[config.mk]
export PLATFORM = sky130hd
export DESIGN_NAME = axis_pps_filter
export DESIGN_NICKNAME = d
export VERILOG_FILES = /design/src/rtl/pps_pkg.sv /design/src/rtl/axis_pps_window_check.sv /design/src/rtl/axis_pps_filter.sv
export SDC_FILE = /design/constraint.sdc
export NUM_CORES = 1
export LEC_CHECK = 0
export ABC_AREA = 1
export BUFFER_PORTS_ARGS = -buffer_cell sky130_fd_sc_hd__buf_2
export CAP_MARGIN = 20
export CORE_UTILIZATION = 25
export DETAILED_ROUTE_END_ITERATION = 8
export GPL_TIMING_DRIVEN = 1
export HOLD_SLACK_MARGIN = 0.02
export PLACE_DENSITY_LB_ADDON = 0.05
export SLEW_MARGIN = 15
export SYNTH_ARGS = -nofsm -noshare
export SYNTH_HDL_FRONTEND = slang
export SYNTH_HIERARCHICAL = 1
export SYNTH_SLANG_ARGS = --single-unit
[constraint.sdc]
create_clock -name aclk -period 3.8 [get_ports aclk]
set_clock_uncertainty 0.15 [all_clocks]
set_input_delay 0.19 -clock aclk [delete_from_list [all_inputs] [get_ports aclk]]
set_output_delay 0.19 -clock aclk [all_outputs]
set_load 0.03 [all_outputs]
[src/rtl/pps_pkg.sv]
// Shared definitions for the PPS period filter: lock-state encoding,
// consecutive-bad limit and the saturating statistics increment.
package pps_pkg;

    typedef enum logic [0:0] {
        PPS_HUNT   = 1'b0,
        PPS_LOCKED = 1'b1
    } pps_state_e;

    // Bad samples in a row that drop LOCKED back to HUNT
    localparam int unsigned PPS_BAD_LIMIT = 2;

    function automatic logic [15:0] pps_sat_inc16(input logic [15:0] value);
        return (value == 16'hFFFF) ? value : value + 16'h0001;
    endfunction

endpackage

[src/rtl/axis_pps_window_check.sv]
// First pipeline stage: registers each period sample together with the
// result of the |sample - nominal| <= tolerance window test.
module axis_pps_window_check #(
    parameter int CNTR_WIDTH = 32
) (
    input  logic                  aclk,
    input  logic                  aresetn,
    input  logic [CNTR_WIDTH-1:0] sample_data,
    input  logic                  sample_valid,
    input  logic [CNTR_WIDTH-1:0] cfg_nominal,
    input  logic [CNTR_WIDTH-1:0] cfg_tolerance,
    output logic                  chk_valid,
    output logic                  chk_good,
    output logic [CNTR_WIDTH-1:0] chk_data
);

    logic [CNTR_WIDTH:0] data_ext_s;
    logic [CNTR_WIDTH:0] nom_ext_s;
    logic [CNTR_WIDTH:0] diff_s;
    logic                good_s;
    logic                valid_r;
    logic                good_r;
    logic [CNTR_WIDTH-1:0] data_r;

    // Absolute deviation with one guard bit so neither operand order wraps
    always_comb begin
        data_ext_s = {1'b0, sample_data};
        nom_ext_s  = {1'b0, cfg_nominal};
        if (data_ext_s >= nom_ext_s) begin
            diff_s = data_ext_s - nom_ext_s;
        end else begin
            diff_s = nom_ext_s - data_ext_s;
        end
        good_s = (diff_s <= {1'b0, cfg_tolerance});
    end

    // Stage-1 sample register
    always_ff @(posedge aclk or negedge aresetn) begin
        if (!aresetn) begin
            valid_r <= 1'b0;
            good_r  <= 1'b0;
            data_r  <= {CNTR_WIDTH{1'b0}};
        end else begin
            valid_r <= sample_valid;
            if (sample_valid) begin
                good_r <= good_s;
                data_r <= sample_data;
            end
        end
    end

    assign chk_valid = valid_r;
    assign chk_good  = good_r;
    assign chk_data  = data_r;

endmodule

[src/rtl/axis_pps_filter.sv]
// PPS period filter: window-checks period samples, sums blocks of
// 2^AVG_LOG2 good periods and tracks HUNT/LOCKED with a watchdog.
// Optional reject statistics are enabled with PPS_FILTER_STATS_EN.
module axis_pps_filter
    import pps_pkg::*;
#(
    parameter int CNTR_WIDTH         = 32,
    parameter int AVG_LOG2           = 3,
    parameter int M_AXIS_TDATA_WIDTH = 64
) (
    input  logic                          aclk,
    input  logic                          aresetn,
    input  logic [CNTR_WIDTH-1:0]         cfg_nominal,
    input  logic [CNTR_WIDTH-1:0]         cfg_tolerance,
    input  logic [CNTR_WIDTH-1:0]         s_axis_tdata,
    input  logic                          s_axis_tvalid,
    output logic                          s_axis_tready,
    output logic [M_AXIS_TDATA_WIDTH-1:0] m_axis_tdata,
    output logic                          m_axis_tvalid,
    input  logic                          m_axis_tready,
    output logic                          sts_locked,
    output logic                          sts_overrun,
    output logic [15:0]                   sts_reject_cnt
);

    localparam int ACC_W = CNTR_WIDTH + AVG_LOG2;
    localparam int BLK_W = AVG_LOG2 + 1;
    localparam logic [BLK_W-1:0]      BLK_LAST = BLK_W'((2 ** AVG_LOG2) - 1);
    localparam logic [BLK_W-1:0]      BLK_ONE  = {{(BLK_W-1){1'b0}}, 1'b1};
    localparam logic [1:0]            BAD_LAST = 2'(PPS_BAD_LIMIT - 1);
    localparam logic [CNTR_WIDTH:0]   WD_ONE   = {{CNTR_WIDTH{1'b0}}, 1'b1};

    logic                  chk_valid_s;
    logic                  chk_good_s;
    logic [CNTR_WIDTH-1:0] chk_data_s;

    pps_state_e            state_r, state_nxt_s;
    logic [ACC_W-1:0]      acc_r, acc_nxt_s, sum_s;
    logic [BLK_W-1:0]      blk_r, blk_nxt_s;
    logic [1:0]            bad_r, bad_nxt_s;
    logic                  complete_s;

    logic [CNTR_WIDTH:0]   wd_cnt_r;
    logic [CNTR_WIDTH:0]   wd_inc_s;
    logic [CNTR_WIDTH:0]   limit_s;
    logic                  wd_armed_r;
    logic                  timeout_s;

    logic [M_AXIS_TDATA_WIDTH-1:0] tdata_r;
    logic                          tvalid_r;
    logic                          overrun_r;
    logic                          locked_r;

    axis_pps_window_check #(
        .CNTR_WIDTH (CNTR_WIDTH)
    ) u_window_check (
        .aclk          (aclk),
        .aresetn       (aresetn),
        .sample_data   (s_axis_tdata),
        .sample_valid  (s_axis_tvalid),
        .cfg_nominal   (cfg_nominal),
        .cfg_tolerance (cfg_tolerance),
        .chk_valid     (chk_valid_s),
        .chk_good      (chk_good_s),
        .chk_data      (chk_data_s)
    );

    // A sample on the expiry cycle suppresses the timeout
    assign limit_s   = {1'b0, cfg_nominal} + {1'b0, cfg_tolerance};
    assign wd_inc_s  = wd_cnt_r + WD_ONE;
    assign timeout_s = wd_armed_r & ~s_axis_tvalid & (wd_inc_s > limit_s);

    // Next-state, block accumulation and lock decisions
    always_comb begin
        state_nxt_s = state_r;
        acc_nxt_s   = acc_r;
        blk_nxt_s   = blk_r;
        bad_nxt_s   = bad_r;
        complete_s  = 1'b0;
        sum_s       = acc_r + ACC_W'(chk_data_s);
        if (timeout_s) begin
            state_nxt_s = PPS_HUNT;
            acc_nxt_s   = {ACC_W{1'b0}};
            blk_nxt_s   = {BLK_W{1'b0}};
            bad_nxt_s   = 2'd0;
        end else if (chk_valid_s) begin
            if (chk_good_s) begin
                bad_nxt_s = 2'd0;
                if (blk_r == BLK_LAST) begin
                    complete_s  = 1'b1;
                    acc_nxt_s   = {ACC_W{1'b0}};
                    blk_nxt_s   = {BLK_W{1'b0}};
                    state_nxt_s = PPS_LOCKED;
                end else begin
                    acc_nxt_s = sum_s;
                    blk_nxt_s = blk_r + BLK_ONE;
                end
            end else begin
                case (state_r)
                    PPS_HUNT: begin
                        acc_nxt_s = {ACC_W{1'b0}};
                        blk_nxt_s = {BLK_W{1'b0}};
                        bad_nxt_s = 2'd0;
                    end
                    PPS_LOCKED: begin
                        if (bad_r == BAD_LAST) begin
                            state_nxt_s = PPS_HUNT;
                            acc_nxt_s   = {ACC_W{1'b0}};
                            blk_nxt_s   = {BLK_W{1'b0}};
                            bad_nxt_s   = 2'd0;
                        end else begin
                            bad_nxt_s = bad_r + 2'd1;
                        end
                    end
                    default: begin
                        state_nxt_s = PPS_HUNT;
                        acc_nxt_s   = {ACC_W{1'b0}};
                        blk_nxt_s   = {BLK_W{1'b0}};
                        bad_nxt_s   = 2'd0;
                    end
                endcase
            end
        end else begin
            state_nxt_s = state_r;
        end
    end

    // Lock state, accumulator and block counters
    always_ff @(posedge aclk or negedge aresetn) begin
        if (!aresetn) begin
            state_r  <= PPS_HUNT;
            acc_r    <= {ACC_W{1'b0}};
            blk_r    <= {BLK_W{1'b0}};
            bad_r    <= 2'd0;
            locked_r <= 1'b0;
        end else begin
            state_r  <= state_nxt_s;
            acc_r    <= acc_nxt_s;
            blk_r    <= blk_nxt_s;
            bad_r    <= bad_nxt_s;
            locked_r <= (state_nxt_s == PPS_LOCKED);
        end
    end

    // Watchdog: cycles since the last input strobe
    always_ff @(posedge aclk or negedge aresetn) begin
        if (!aresetn) begin
            wd_cnt_r   <= {(CNTR_WIDTH+1){1'b0}};
            wd_armed_r <= 1'b0;
        end else if (s_axis_tvalid) begin
            wd_cnt_r   <= {(CNTR_WIDTH+1){1'b0}};
            wd_armed_r <= 1'b1;
        end else if (timeout_s) begin
            wd_cnt_r   <= {(CNTR_WIDTH+1){1'b0}};
            wd_armed_r <= 1'b0;
        end else if (wd_armed_r) begin
            wd_cnt_r <= wd_inc_s;
        end
    end

    // Output register; a completion while stalled overwrites and flags overrun
    always_ff @(posedge aclk or negedge aresetn) begin
        if (!aresetn) begin
            tdata_r   <= {M_AXIS_TDATA_WIDTH{1'b0}};
            tvalid_r  <= 1'b0;
            overrun_r <= 1'b0;
        end else if (complete_s) begin
            tdata_r  <= M_AXIS_TDATA_WIDTH'(sum_s);
            tvalid_r <= 1'b1;
            if (tvalid_r && !m_axis_tready) begin
                overrun_r <= 1'b1;
            end
        end else if (tvalid_r && m_axis_tready) begin
            tvalid_r <= 1'b0;
        end
    end

`ifdef PPS_FILTER_STATS_EN
    logic [15:0] reject_cnt_r;
    logic        reject_s;

    assign reject_s = chk_valid_s & ~chk_good_s;

    // Saturating count of rejected samples
    always_ff @(posedge aclk or negedge aresetn) begin
        if (!aresetn) begin
            reject_cnt_r <= 16'h0000;
        end else if (reject_s) begin
            reject_cnt_r <= pps_sat_inc16(reject_cnt_r);
        end
    end

    assign sts_reject_cnt = reject_cnt_r;
`else
    assign sts_reject_cnt = 16'h0000;
`endif

    assign s_axis_tready = 1'b1;
    assign m_axis_tdata  = tdata_r;
    assign m_axis_tvalid = tvalid_r;
    assign sts_overrun   = overrun_r;
    assign sts_locked    = locked_r;

endmodule

==> flow_summary.yaml, run 1 <==
run_status:
  outcome: "finished, final reports clean"
timing:
  period_needed_ns: 3.54
  finalHoldViolCount: 0
  fin_ws_ns: 0.256
  period_share_pct: 93.3
  rsz0062_at_grt: "true"
  tightest_slew_ns: 0.932
  maxSlewViolCount: 0
  setup_tns_ns: 0
  clock.fmax_ghz: 0.282
  relSlewSlack_pct: 37.8
  setup-violations-final: 0
global_route:
  grt_pass1_vias: 18246
  grt_start_max_net_pins: 89
  grt_pass1_wl_mm: 110
  gr-total-overflow: 0
  antenna_found_initial: 7
  globalRouteTotalUtil_pct: 21.9
final_layout:
  fin_nets: 3494
  final_cell_mix: "nand2_1 (718), buf_4 (470), inv_1 (403), nor2_1 (209), ha_1 (180)"
  fin_cells: 4073
  area_growth_pct: 38.1
  nFillCells: 7296
  layout.area.seq_um2: 3680
  fin_util_pct: 34.9
  multi_input_area_um2: 11500
  drive_above_1_share_pct: 24.2
  final_common_cell: "nand2_1"
placed_design:
  place_congestion: 0.908
  port_buffers: 137
  dp_cells: 4017
  dp_slack_ns: -0.717
  dpl.hpwl_mm: 64.2
synth:
  synthAdderAreaFrac_pct: 15.2
  post_synth.cell_area_avg_um2: 6.44
  synth_top_family_by_area: "simple AND/OR/NAND/NOR gates"
  synth_warnings: 6
  synth_compound_area_share_pct: 16.5
  synth-xor-area-share_pct: 5.27
  ys_ff_latch: 147
  yosys-mux-area-fraction_pct: 0
  synth.distinct_cells: 49
  synth_top_area_share_pct: 22.1
  yosysTopAreaCell: "dfrtp_1"
  synth_area_leaders: "dfrtp_1 (22%), nand2_1 (16%), ha_1 (15%)"
  netlist_instances: 2582
  netlist_area_um2: 16600
  synth-seq-area-share_pct: 22.1
  yosys.area_share.simple_pct: 28.1
route:
  drt-initial-drc-count: 1182
  drtPass1Iterations: 7
  drcViolationCount: 0
  viasPerCell: 4.51
  dr_total_vias: 18373
  wl_per_cell_um: 18.2
  ant_nets: 0
  wl_mm: 74.0
floorplan:
  row_count: 94
  ioPinCount: 184
  core_area_um2: 65700
  fp.dieW_um: 260
  die_y_um: 260
  start_util_pct: 25.3
  fp.dieArea_um2: 67600
flow_run:
  cap_violations: 0
worst_setup_path:
  slowest_stage: "o21ai_1"
  crit_family: "simple AND/OR/NAND/NOR gates"
  r2r_cells: 21
  crit_arrival_ns: 3.78
  crit_buf_inv: 7
  timing.rr.start: "wd_cnt_r[5]$_DFFE_PN0P_"
  crit_top_cell: "nand2_1"
  cp_data_required_time_ns: 4.03
  r2r_setup_slack_ns: 0.30
  worstSetupPathType: "in -> reg"
  slowest_delay_ns: 0.34
  worstPathMaxFanout: 10
  cp-end-kind: "register"
  timing.rr.end: "m_axis_tdata[12]$_DFFE_PN0P_"
  critPathLaunchType: "input pin"
min_path:
  min_to: "u_window_check/chk_data[31]$_DFFE_PN0P_"
  min_from: "s_axis_tdata[31]"
  hold_depth: 4
  hold_class: "in -> reg"
clock_tree:
  worstSkewPairLatency_ns: 0.49
  clock_path_buffers: 2
  path_clk_slew_ns: 0.09
  h-tree-depth: 4
  cts_buffers: 17
  cts_tree: "done"
  cts_num_sinks: 147
  cts-root-buf: "clkbuf_16"
power_and_ir_drop:
  powerDensity_nw_per_um2: 335
  finalPower_mw: 7.69
  power.leakage_nw: 12.4
  vdd_drop_max_v: 0.000344
cell type report:
class / instances / area share [%]
Antenna cell: 2 / 0.0218
Clock buffer: 19 / 1.97
Clock inverter: 12 / 0.528
Inverter: 411 / 6.74
Multi-Input combinational cell: 1987 / 50.2
Sequential cell: 147 / 16.0
Tap cell: 864 / 4.71
Timing Repair Buffer: 631 / 19.8
metal layers:
metal	share of wire, %	global-route usage, %
met1	49	30.8
met2	45	35.3
met3	3.9	2.72
met4	1.3	4.84
met5	0	0
cells in the mapped netlist (all sizes together):
cell,count
dfrtp,147
a211oi,3
a21boi,7
conb,2
or3,1
o211ai,5
o21ai,234
o21a,9
nor3,30
nor4,10
o31ai,1
o22ai,14
a211o,1
xor2,68
and3,2
nor2,234
or2,4
clkbuf,10
a21o,21
o2111ai,2
buf,71
nand2,738
inv,411
a31oi,8
nand3,75
fa,4
nand3b,11
nand2b,1
a21oi,178
nand4,30
o221a,1
xnor2,32
and2,2
o21bai,20
ha,195
logic make-up (layout without fill, tap and decap cells):
family | count (synthesis) | count (layout)
compound gates | 504 | 504
xor+xnor | 100 | 100
fa+ha+maj | 199 | 199
buf+inv | 492 | 1073
flops | 147 | 147
other cells | 2 | 48
simple gates | 1138 | 1138
power by group:
part / internal (mW) / total, mW / leakage [nW] / switching (mW)
logic: 1.61 / 4.08 / 10.2 / 2.47
clock network: 0.944 / 1.74 / 0.275 / 0.797
registers: 1.73 / 1.87 / 1.96 / 0.138
registers in the layout (all words and copies together) (netlist names):
name and count:
sts_locked 1, wd_cnt_r 33, u_window_check/chk_data 32, blk_r 4, u_window_check/chk_valid 1, u_window_check/chk_good 1
m_axis_tvalid 1, m_axis_tdata 35, acc_r 35, wd_armed_r 1, bad_r 2, sts_overrun 1
stage by stage:
step | instance area (µm²) | hold WS [ns]
6_report | 23000 | 0.0535
5_1_grt | 23000 | 0.0601
4_1_cts | 22400 | 0.0203
3_5_place_dp | 21600 | 0.212
3_3_place_gp | 21600 | 0.194
2_1_floorplan | 16800 | -0.256
how the worst max path moves through the flow:
stage / end / slack, ns / startpoint / cells after the start
5_1_grt: u_window_check/chk_good$_DFFE_PN0P_ / -0.02 / cfg_nominal[11] / 33
2_1_floorplan: wd_cnt_r[31]$_DFFE_PN0P_ / 0.45 / cfg_nominal[0] / 28
6_report: u_window_check/chk_good$_DFFE_PN0P_ / 0.26 / cfg_nominal[12] / 31
4_1_cts: m_axis_tdata[25]$_DFFE_PN0P_ / 0.003 / wd_cnt_r[5]$_DFFE_PN0P_ / 20
3_5_place_dp: u_window_check/chk_good$_DFFE_PN0P_ / -0.72 / cfg_nominal[4] / 32
3_3_place_gp: u_window_check/chk_good$_DFFE_PN0P_ / -0.79 / cfg_nominal[14] / 32
tightest hold or removal path: stages:
cell and delay, ns:
buf_2 0.09, buf_4 0.09, inv_1 0.08, o21ai_0 0.18
timing repair:
item                                    4_1_cts  5_1_grt
gates resized for setup                      10      128
hold endpoints to repair                    102        0
hold buffers                                 15        0
gates cloned                                  0        1
endpoints found under the setup margin       31      113
buffers inserted                              0        7
pin swaps                                     0       16
(Power assumes the default switching activity.)
==> run 2, diff against run 1 <==
==> constraint.sdc (replaced) <==
create_clock -name aclk -period 3.9 [get_ports aclk]
set_clock_uncertainty 0.15 [all_clocks]
set_input_delay 0.195 -clock aclk [delete_from_list [all_inputs] [get_ports aclk]]
set_output_delay 0.195 -clock aclk [all_outputs]
set_load 0.03 [all_outputs]
==> run 2 against run 1 <==
Against the previous run: via count is 1.3% lower; die area stayed put; first-iteration DRC count is 13% lower; design area is 2.7% lower; worst hold slack better by 0.0018 ns; combinational power is 5.4% lower; utilization is 0.96 points lower; clock power hardly changed; global-route usage is 0.22 points lower; flip-flop and latch count stayed put; critical endpoint unchanged.
==> flow_summary.yaml, run 2 (synthesized netlist as in run 1, its figures left out) <==
run_status:
  outcome: "finished, final reports clean"
final_layout:
  area_growth_pct: 34.4
  final_cell_mix: "nand2_1 (722), buf_4 (428), inv_1 (404), nor2_1 (212), ha_1 (188)"
  layout.area.seq_um2: 3680
  design_area_um2: 22300
  multi_input_area_um2: 11200
  nFillCells: 7332
  fin_nets: 3452
  drive_above_1_share_pct: 22.0
  final_common_cell: "nand2_1"
timing:
  period_needed_ns: 3.71
  fin_ws_ns: 0.193
  period_share_pct: 95.1
  finalHoldViolCount: 0
  whs_ns: 0.0553
  setup-violations-final: 0
  relSlewSlack_pct: 37.6
  setup_tns_ns: 0
  tightest_slew_ns: 0.934
  maxSlewViolCount: 0
  clock.fmax_ghz: 0.270
route:
  viasPerCell: 4.50
  dr_total_vias: 18142
  wl_per_cell_um: 18.3
  drtPass1Iterations: 5
  wl_mm: 73.7
  ant_nets: 0
  drcViolationCount: 0
  drt-initial-drc-count: 1027
placed_design:
  place_congestion: 0.903
  dpl.hpwl_mm: 63.8
  dp_slack_ns: -0.837
  placed_area_um2: 21300
  port_buffers: 137
power_and_ir_drop:
  power.leakage_nw: 12.1
  finalPower_mw: 7.40
  powerDensity_nw_per_um2: 331
  vdd_drop_max_v: 0.000242
floorplan:
  fp.dieW_um: 260
  fp.dieArea_um2: 67600
  die_y_um: 260
  ioPinCount: 184
  core_area_um2: 65700
  row_count: 94
  start_util_pct: 25.3
clock_tree:
  cts-root-buf: "clkbuf_16"
  worstSkewPairLatency_ns: 0.48
  cts_num_sinks: 147
  path_clk_slew_ns: 0.07
  h-tree-depth: 4
  cts_tree: "done"
  cts_buffers: 17
  clock_path_buffers: 2
worst_setup_path:
  crit_top_cell: "nand2_1"
  cp-end-kind: "register"
  worstSetupPathType: "in -> reg"
  critPathLaunchType: "input pin"
  slowest_delay_ns: 0.41
  cp_data_required_time_ns: 4.17
  slowest_stage: "fa_1"
  crit_arrival_ns: 3.98
  worstPathMaxFanout: 3
global_route:
  grt_pass1_wl_mm: 108
  grt_pass1_vias: 17961
  gr-total-overflow: 0
  antenna_found_initial: 5
  grt_start_max_net_pins: 74
  globalRouteTotalUtil_pct: 21.7
flow_run:
  cap_violations: 0
min_path:
  hold_class: "in -> reg"
==> run 2: cell count changes in the layout (fill, tap and decap cells not counted), sizes merged <==
cell | previous run | this run
diode | 2 | 1
clkinv | 3 | 4
dlygate4sd3 | 15 | 14
clkinvlp | 3 | 2
buf | 612 | 573
inv | 416 | 415
==> run 2: metal layers <==
layer / wire, µm / vias up / share of wire [%] / track usage, %
li1: - / 9363 / - / -
met1: 36800 / 8343 / 50 / 30.7
met2: 33000 / 377 / 45 / 34.8
met3: 2520 / 57 / 3.4 / 2.29
met4: 1340 / 2 / 1.8 / 5.26
met5: 12 / - / 0.016 / 0
==> run 2: power breakdown <==
group / leakage [nW] / internal [mW] / total, mW / switching, mW
Clock: 0.283 / 0.941 / 1.71 / 0.765
Sequential: 1.96 / 1.68 / 1.83 / 0.142
Combinational: 9.87 / 1.51 / 3.86 / 2.36
Total: 12.1 / 4.13 / 7.40 / 3.27
==> run 2: repair_timing <==
action,4_1_cts,5_1_grt
gates cloned,0,2
resized for setup,5,62
hold endpoints to repair,84,0
endpoints found under the setup margin,1,107
setup buffers,0,0
pin swaps,0,8
hold buffers,14,0
==> run 2: critical path, delay by kind of cell <==
family,cells,cell delay (ns)
xor+xnor,1,0.14
simple gates,13,0.84
fa+ha+maj,3,0.86
compound gates,6,1.11
buf+inv,7,0.82
==> run 2: layout make-up <==
| cell class | instances | area share, % |
|---|---|---|
| Antenna cell | 1 | 0.0112 |
| Timing Repair Buffer | 589 | 19.0 |
| Tap cell | 864 | 4.84 |
| Clock inverter | 11 | 0.526 |
| Multi-Input combinational cell | 1987 | 50.1 |
| Clock buffer | 21 | 2.11 |
| Sequential cell | 147 | 16.5 |
| Inverter | 411 | 6.91 |
==> run 2: path summary, 6_finish.rpt <==
path                                        startpoint  cells after the start                                      to  slack (ns)
min in group asynchronous                      aresetn                      2               m_axis_tvalid$_DFFE_PN0P_        0.14
max in group asynchronous                      aresetn                      3            m_axis_tdata[24]$_DFFE_PN0P_        2.43
max reg2reg                    wd_cnt_r[3]$_DFFE_PN0P_                     23                   acc_r[20]$_DFFE_PN0P_        0.25
min                                    s_axis_tdata[7]                      4  u_window_check/chk_data[7]$_DFFE_PN0P_        0.06
max                                     cfg_nominal[0]                     30     u_window_check/chk_good$_DFFE_PN0P_        0.19
min reg2reg                m_axis_tdata[4]$_DFFE_PN0P_                      2             m_axis_tdata[4]$_DFFE_PN0P_        0.33
==> run 2: metrics by stage <==
stage,utilization [%],cells
global route,34.0,4030
CTS,33.6,4028
detailed placement,32.5,3982
floorplan,-,2626
global placement,32.5,3982
finish,34.0,4031
==> run 3, diff against run 2 <==
--- a/config.mk
+++ b/config.mk
@@ -8,11 +8,13 @@
 export ABC_AREA = 1
 export BUFFER_PORTS_ARGS = -buffer_cell sky130_fd_sc_hd__buf_2
 export CAP_MARGIN = 20
-export CORE_UTILIZATION = 25
+export CORE_UTILIZATION = 50
 export DETAILED_ROUTE_END_ITERATION = 8
 export GPL_TIMING_DRIVEN = 1
 export HOLD_SLACK_MARGIN = 0.02
 export PLACE_DENSITY_LB_ADDON = 0.05
+export RECOVER_POWER = 25
+export SETUP_SLACK_MARGIN = 0.05
 export SLEW_MARGIN = 15
 export SYNTH_ARGS = -nofsm -noshare
 export SYNTH_HDL_FRONTEND = slang
==> run 3 against run 2 <==
Against the previous run: the flow now finishes with violations (max-capacitance violations, max-slew violations); global-route usage increased by 14 points; combinational power fell by 5%; clock power down 3%; register-to-register slack about the same; first-iteration DRC count grew 59%; count of clock-buffer cells in the layout fell by 3; flip-flop and latch count unchanged; final cell count fell by 14%; via count grew 2.0%.
==> flow_summary.yaml, run 3 (synthesized netlist as in run 1, its figures left out) <==
run_status:
  outcome: "complete, but fails checks"
  violations: "max-capacitance violations, max-slew violations"
global_route:
  grt-busiest-layer: "met2"
  met2_usage_pct: 60.3
  globalRouteTotalUtil_pct: 35.8
  met3_usage_pct: 4.37
  gr-total-overflow: 0
  grt_start_max_net_pins: 105
  met1_usage_pct: 46.8
  grt_pass1_wl_mm: 92.8
  antenna_found_initial: 5
  grt_pass1_vias: 17755
route:
  viasPerCell: 5.32
  drcViolationCount: 0
  wl_per_cell_um: 17.5
  dr_total_vias: 18508
  wl_mm: 61.0
  drtPass1Iterations: 6
  drt-initial-drc-count: 1635
  ant_nets: 0
placed_design:
  dp_cells: 3429
  port_buffers: 137
  dpl.hpwl_mm: 51.7
  place_congestion: 1.02
final_layout:
  layout.area.seq_um2: 3680
  final_common_cell: "nand2_1"
  nFillCells: 3183
  fin_util_pct: 63.9
  diodes: 0
  final_cell_mix: "nand2_1 (720), inv_1 (403), buf_4 (301), nor2_1 (215), ha_1 (188)"
  multi_input_area_um2: 11200
  drive_above_1_share_pct: 17.3
  fin_nets: 3326
  fin_cells: 3482
  area_growth_pct: 25.3
worst_setup_path:
  crit_arrival_ns: 3.87
  critPathLaunchType: "input pin"
  cp-end-kind: "register"
  slowest_delay_ns: 0.60
  crit_top_cell: "nand2_1"
  worstSetupPathType: "in -> reg"
  cp_data_required_time_ns: 4.08
  slowest_stage: "dlygate4sd3_1"
  worstPathMaxFanout: 4
timing:
  finalHoldViolCount: 0
  clock.fmax_ghz: 0.271
  rsz0062_at_grt: "false"
  period_needed_ns: 3.69
  tightest_slew_ns: 2.52
  maxSlewViolCount: 105
  relSlewSlack_pct: -67.9
  period_share_pct: 94.7
  setup-violations-final: 0
floorplan:
  row_count: 66
  core_area_um2: 32600
  ioPinCount: 184
  fp.dieW_um: 184
  die_y_um: 184
  start_util_pct: 51.0
  fp.dieArea_um2: 34000
clock_tree:
  cts_tree: "done"
  cts-root-buf: "clkbuf_16"
  cts_num_sinks: 147
  cts_buffers: 17
  clock_path_buffers: 2
  h-tree-depth: 4
  path_clk_slew_ns: 0.07
  worstSkewPairLatency_ns: 0.44
power_and_ir_drop:
  power.leakage_nw: 11.3
  vdd_drop_max_v: 0.000365
  powerDensity_nw_per_um2: 343
flow_run:
  cap_violations: 1
min_path:
  hold_class: "in -> reg"
run 3: cell count changes in the layout (fill, tap and decap cells not counted), sizes merged, moves of 2 or more:
cell,previous run,this run
buf,573,405
clkbuf,23,58
dlygate4sd3,14,18
clkinv,4,9
inv,415,413
run 3: what timing repair did:
item / 4_1_cts / 5_1_grt
setup buffers: 0 / 2
pin swaps: 0 / 7
hold buffers: 18 / 1
resized for setup: 1 / 71
endpoints found under the hold margin: 120 / 1
setup endpoints to repair: 1 / 100
gates cloned: 0 / 1
run 3: path summary, 6_finish.rpt:
| kind | cells past startpoint | slack [ns] | from | endpoint |
|---|---|---|---|---|
| worst max register to register | 20 | 0.26 | wd_cnt_r[10]$_DFFE_PN0P_ | m_axis_tdata[15]$_DFFE_PN0P_ |
| worst min-delay path | 3 | 0.04 | s_axis_tdata[25] | u_window_check/chk_data[25]$_DFFE_PN0P_ |
| max in group asynchronous | 2 | 1.03 | aresetn | wd_cnt_r[5]$_DFFE_PN0P_ |
| min in group asynchronous | 2 | 0.94 | aresetn | m_axis_tdata[13]$_DFFE_PN0P_ |
| worst min register to register | 2 | 0.33 | m_axis_tdata[21]$_DFFE_PN0P_ | m_axis_tdata[21]$_DFFE_PN0P_ |
| worst max-delay path | 29 | 0.21 | s_axis_tdata[3] | u_window_check/chk_good$_DFFE_PN0P_ |
run 3: per-layer routing:
metal | vias up | part of all wire (%)
li1 | 9100 | -
met1 | 8588 | 44
met2 | 725 | 46
met3 | 91 | 7.0
met4 | 4 | 3.2
met5 | - | 0.044
run 3: metrics by stage:
stage	instance area (µm²)	hold WS [ns]	setup WS [ns]	setup TNS [ns]	total power [mW]
global route	20800	0.0559	0.0105	0	7.61
floorplan	16800	-0.251	0.549	0	4.01
detailed placement	19800	0.214	-0.386	-6.37	5.33
finish	20800	0.0357	0.208	0	7.15
CTS	20600	0.0233	0.0884	0	7.02
global placement	19800	0.207	-0.374	-2.61	5.29
run 3: critical path: cells and delay by family:
kind / cells / cell delay, ns
compound gates: 3 / 0.74
xor+xnor: 1 / 0.15
fa+ha+maj: 2 / 0.47
buf+inv: 4 / 0.90
simple gates: 19 / 1.40
run 3: area by class of cell:
type	instances	share of cell area, %
multi-input cells	1987	54.0
clock buffers	18	2.11
repair buffers	463	15.4
well taps	442	2.65
flip-flops and latches	147	17.7
clock inverters	14	0.733
inverters	411	7.43
run 3: where the power goes:
part	total, mW	switching, mW	internal (mW)
logic	3.67	2.29	1.37
registers	1.82	0.132	1.69
clock network	1.66	0.695	0.965
total	7.15	3.12	4.02
